### config.mk
export PLATFORM = sky130hd
export DESIGN_NAME = lcg_serial_ctrl
export DESIGN_NICKNAME = d
export VERILOG_FILES = /design/src/rtl/lcg_ctrl_pkg.sv /design/src/rtl/lcg_serial_ctrl_fa_bit.sv /design/src/rtl/lcg_serial_ctrl.sv
export SDC_FILE = /design/constraint.sdc
export NUM_CORES = 1
export LEC_CHECK = 0
export CELL_PAD_IN_SITES_DETAIL_PLACEMENT = 0
export CELL_PAD_IN_SITES_GLOBAL_PLACEMENT = 1
export CORE_MARGIN = 4
export CORE_UTILIZATION = 35
export DETAILED_ROUTE_END_ITERATION = 6
export PLACE_DENSITY = 0.76
export SLEW_MARGIN = 25
export SYNTH_ARGS = -nofsm -noshare
export SYNTH_HDL_FRONTEND = slang
export SYNTH_SLANG_ARGS = --single-unit
### constraint.sdc
create_clock -name clk -period 3.8 [get_ports clk]
set_input_delay 0.95 -clock clk [delete_from_list [all_inputs] [get_ports clk]]
set_output_delay 0.95 -clock clk [all_outputs]
set_load 0.05 [all_outputs]
### src/rtl/lcg_ctrl_pkg.sv
// Shared constants and state encoding for the bit-serial LCG controller.
package lcg_ctrl_pkg;

  typedef enum logic [1:0] {
    IDLE = 2'd0,
    RUN  = 2'd1,
    HOLD = 2'd2
  } state_e;

  localparam int         W_DEF      = 8;
  localparam logic [7:0] MULT_A_DEF = 8'd5;
  localparam logic [7:0] INC_C_DEF  = 8'd3;

endpackage

### src/rtl/lcg_serial_ctrl_fa_bit.sv
// Single-bit full adder; the only arithmetic element of the serial LCG.
module fa_bit (
  input  logic a,
  input  logic b,
  input  logic cin,
  output logic sum,
  output logic cout
);

  assign sum  = a ^ b ^ cin;
  assign cout = (a & b) | (a & cin) | (b & cin);

endmodule

### src/rtl/lcg_serial_ctrl.sv
// Bit-serial LCG step x' = (MULT_A*x + INC_C) mod 2^W, one accumulator bit per cycle.
//   state | meaning
//   IDLE  | waiting for seed_we or start
//   RUN   | shift-and-add passes: p<W adds MULT_A[p]*x<<p, p=W adds INC_C
//   HOLD  | result in x, out_valid raised, waiting for out_ready
module lcg_serial_ctrl
  import lcg_ctrl_pkg::*;
#(
  parameter int           W      = W_DEF,
  parameter logic [W-1:0] MULT_A = W'(MULT_A_DEF),
  parameter logic [W-1:0] INC_C  = W'(INC_C_DEF)
) (
  input  logic         clk,
  input  logic         rst_n,
  input  logic         seed_we,
  input  logic [W-1:0] seed,
  input  logic         start,
  output logic         busy,
  output logic         out_valid,
  input  logic         out_ready,
  output logic [W-1:0] rnd_out
);

  localparam int            CW   = $clog2(W + 1);
  localparam logic [CW-1:0] LAST = CW'(W - 1);
  localparam logic [CW-1:0] PW   = CW'(W);

  state_e        state_q, state_d;
  logic [W-1:0]  x_q, x_d;
  logic [W-1:0]  acc_q, acc_d;
  logic [CW-1:0] p_q, p_d;
  logic [CW-1:0] b_q, b_d;
  logic          carry_q, carry_d;
  logic          out_valid_q, out_valid_d;

  logic mult_bit, x_bit, inc_bit;
  logic fa_a, fa_b, fa_sum, fa_cout;

  // Operand bit for accumulator position b: x[b-p] gated by MULT_A[p], or INC_C[b] on the last pass.
  always_comb begin
    mult_bit = 1'b0;
    x_bit    = 1'b0;
    inc_bit  = 1'b0;
    fa_a     = 1'b0;
    for (int i = 0; i < W; i++) begin
      if (i == int'(p_q)) mult_bit = MULT_A[i];
      if (i == int'(b_q) - int'(p_q)) x_bit = x_q[i];
      if (i == int'(b_q)) begin
        inc_bit = INC_C[i];
        fa_a    = acc_q[i];
      end
    end
    fa_b = (p_q == PW) ? inc_bit : (mult_bit & x_bit);
  end

  fa_bit u_fa (
    .a    (fa_a),
    .b    (fa_b),
    .cin  (carry_q),
    .sum  (fa_sum),
    .cout (fa_cout)
  );

  always_comb begin
    state_d     = state_q;
    x_d         = x_q;
    acc_d       = acc_q;
    p_d         = p_q;
    b_d         = b_q;
    carry_d     = carry_q;
    out_valid_d = 1'b0;
    unique case (state_q)
      IDLE: begin
        if (seed_we) begin
          x_d = seed;
        end else if (start) begin
          acc_d   = '0;
          p_d     = '0;
          b_d     = '0;
          carry_d = 1'b0;
          state_d = RUN;
        end
      end
      RUN: begin
        for (int i = 0; i < W; i++) begin
          if (i == int'(b_q)) acc_d[i] = fa_sum;
        end
        // Carry out of the top bit is dropped so the next pass starts clean.
        carry_d = (b_q == LAST) ? 1'b0 : fa_cout;
        if (b_q == LAST) begin
          b_d = '0;
          if (p_q == PW) begin
            state_d = HOLD;
            x_d     = acc_d;
          end else begin
            p_d = p_q + CW'(1);
          end
        end else begin
          b_d = b_q + CW'(1);
        end
      end
      HOLD: begin
        out_valid_d = 1'b1;
        if (out_valid_q && out_ready) begin
          out_valid_d = 1'b0;
          state_d     = IDLE;
        end
      end
      default: state_d = IDLE;
    endcase
  end

  always_ff @(posedge clk or negedge rst_n) begin
    if (!rst_n) begin
      state_q     <= IDLE;
      x_q         <= '0;
      acc_q       <= '0;
      p_q         <= '0;
      b_q         <= '0;
      carry_q     <= 1'b0;
      out_valid_q <= 1'b0;
    end else begin
      state_q     <= state_d;
      x_q         <= x_d;
      acc_q       <= acc_d;
      p_q         <= p_d;
      b_q         <= b_d;
      carry_q     <= carry_d;
      out_valid_q <= out_valid_d;
    end
  end

  assign busy      = (state_q != IDLE);
  assign out_valid = out_valid_q;
  assign rnd_out   = x_q;

endmodule

==> results.json <==
{
  "cap_violations": 0,
  "drv_slew": 0,
  "end_kind": "flop",
  "mappedNetlistNets": 223,
  "num_io_pins": 23,
  "tightest_slew_ps": 784.4,
  "crit_family": "adder cells",
  "cts_buffers": 3,
  "rsz0062_at_grt": "false",
  "final_hold_viol_count": 0,
  "place_ws_ps": 305.6,
  "wl_per_cell_um": 15.77,
  "avgViaCountPerCell": 5.275,
  "hold_class": "reg -> reg",
  "drive_above_1_share_pct": 12.44,
  "setup_ws_ps": 397.6,
  "postCtsSetupBuffers": 0,
  "run_status": "finished clean",
  "ys_types": 36,
  "totalNegativeSetupSlack_ps": 0,
  "placedInstanceArea_um2": 2191,
  "peakVddDrop_v": 0.0004812,
  "total_power_uw": 1803,
  "drtPass1Iterations": 4,
  "grt_pass1_wl_um": 8010,
  "critPathLaunchType": "flop",
  "ys_seq_area_share_pct": 36.87,
  "worstSetupPathType": "reg -> reg",
  "chipWidth_um": 81.69,
  "clkLatencyLatePin_ps": 290,
  "worst_path_max_delay_cell": "fa_2",
  "cts_tree": "done",
  "dieArea_um2": 6673,
  "final_util_pct": 43.78,
  "fin_crit_sh_pct": 89.54,
  "fmaxAchievable_mhz": 293.9,
  "clkSinkCount": 28,
  "ys_ff_latch": 28,
  "yosys.area_share.simple_pct": 16.19,
  "final_area_um2": 2265,
  "synth_xor_area_share_pct": 0.9217,
  "slowest_delay_ps": 560,
  "drt_iter0_markers": 121,
  "synth_edf_count": 0,
  "overflow": 0,
  "drc_errors": 0,
  "grt_pass1_vias": 1585,
  "relSlewSlack_pct": 47.60,
  "area_growth_pct": 19.16,
  "cp.required_ps": 3980,
  "gp_congestion": 0.7753,
  "antenna_found_initial": 0,
  "h-tree-depth": 1,
  "async_flop_share_pct": 100.0,
  "finalSetupViolCount": 0,
  "io_buffers": 22,
  "muxShareOfSynthArea_pct": 14.75,
  "core_region_area_um2": 5172,
  "antenna_cells": 0,
  "clock_path_buffers": 2,
  "syn_inst": 196,
  "worst_ep_arrival_time_ps": 3590,
  "path_cells": "inv_1 -> ha_1 -> inv_1 -> fa_1 -> mux4_2 -> mux2_2 -> o211ai_1 -> o21ai_0 -> fa_2 -> mux2i_1 -> o21ai_0 -> mux2_2",
  "p_per_area_nw_per_um2": 796.2,
  "period_needed_ps": 3402,
  "synth_top_family_by_area": "compound AO/OA/AOI/OAI gates",
  "crit_buf_inv": 2,
  "p_leak_uw": 0.0009500,
  "synth_compound_area_share_pct": 16.66,
  "crit_fanout": 13,
  "synth_flop_cell": "dfrtp_1",
  "synthAdderAreaFrac_pct": 10.01,
  "place_hpwl_um": 3292,
  "grt_max_degree": 29,
  "fillers": 490,
  "routed_wl_um": 4527,
  "syn_avg_cell_area_um2": 9.697,
  "layout.nets": 245,
  "clkTransAtPathRegs_ps": 100,
  "final_antenna_net_count": 0,
  "syn_area_um2": 1901,
  "synth_warnings": 0,
  "vias": 1514,
  "fin_skew_ps": 2.336,
  "die_h_um": 81.69,
  "clockRootBuffer": "clkbuf_8",
  "rows": 26,
  "start_util_pct": 36.74,
  "track_usage_pct": 15.50
}
[stage by stage]
stage / hold slack (ps) / std cells
CTS: 491.4 / 287
global placement: 484.2 / 283
floorplan: 479.4 / 196
detailed placement: 475.3 / 283
finish: 484.6 / 287
global route: 541.9 / 287
[power breakdown]
group          switching [µW]  total (µW)  internal [µW]
combinational             606        1050            441
sequential                109         511            402
clock                     104         245            141
total                     818        1800            985
[final timing paths]
| check | start | to | slack, ps | cells after the start |
|---|---|---|---|---|
| min in group asynchronous | rst_n | rnd_out[0]$_DFFE_PN0P_ | 1030 | 2 |
| min reg2reg | out_valid$_DFF_PN0_ | out_valid$_DFF_PN0_ | 480 | 1 |
| max | b_q[0]$_DFFE_PN0P_ | rnd_out[2]$_DFFE_PN0P_ | 400 | 12 |
| min | out_valid$_DFF_PN0_ | out_valid$_DFF_PN0_ | 480 | 1 |
| max in group asynchronous | rst_n | acc_q[6]$_DFFE_PN0P_ | 2480 | 2 |
| max reg2reg | b_q[0]$_DFFE_PN0P_ | rnd_out[2]$_DFFE_PN0P_ | 400 | 12 |
[final cells by class]
type,count,area (µm²),area share [%]
flip-flops and latches,28,700.7,30.94
multi-input cells,149,1117,49.34
clock buffers,3,41.29,1.823
inverters,10,37.54,1.657
clock inverters,1,30.03,1.326
well taps,70,87.58,3.867
repair buffers,26,250.2,11.05
[Yosys cell counts, drive strengths merged, types with 4 or more instances]
master	count	area [µm²]
dfrtp	28	700.7
o21ai	28	140.1
nand2	22	82.58
ha	12	150.1
a21oi	10	72.57
inv	10	37.54
mux2	10	112.6
mux2i	10	100.1
nand3	7	35.03
clkbuf	6	22.52
nor2	6	22.52
nor2b	5	31.28
nand3b	4	30.03
nor3b	4	30.03
[cells in the final DEF, fill, tap and decap left out, drive strengths merged, types with 3 or more instances in the layout]
master         netlist  routed
nor2                 6       6
nand2               22      22
buf                  3       4
ha                  12      12
nand3b               4       4
o211ai               3       3
nand3                7       7
nor2b                5       5
clkdlybuf4s50        0      22
dfrtp               28      28
mux2                10      10
a21oi               10      10
mux4                 3       3
clkbuf               6       3
inv                 10      10
mux2i               10      10
nor3b                4       4
o21ai               28      28
[sequential cells by signal, summed over array words and instances (netlist names)]
name / count
acc_q: 8
carry_q: 1
out_valid: 1
rnd_out: 8
b_q: 4
p_q: 4
state_q: 2
[worst reg2reg max path, stage by stage, from the launching register on]
cell and delay, ps:
dfrtp_1 420, inv_1 150, ha_1 200, inv_1 50, fa_1 520, mux4_2 290, mux2_2 270, o211ai_1 90
o21ai_0 150, fa_2 560, mux2i_1 230, o21ai_0 90, mux2_2 280
[repair_timing]
item / in CTS / in global routing
hold buffers: 0 / 0
resized for setup: 0 / 1
endpoints found under the setup margin: 0 / 1
[layer usage]
| metal | wire length, µm | track usage (%) |
|---|---|---|
| met1 | 2237 | 21.64 |
| met5 | 0 | 0 |
| met2 | 2102 | 25.08 |
| met3 | 110 | 1.206 |
| met4 | 77 | 5.814 |
[logic make-up after synthesis]
family / after synthesis
buf+inv: 19
simple gates: 59
compound gates: 51
mux: 23
flops: 28
fa+ha+maj: 14
xor+xnor: 2
Power figures use the tool's default switching activity.
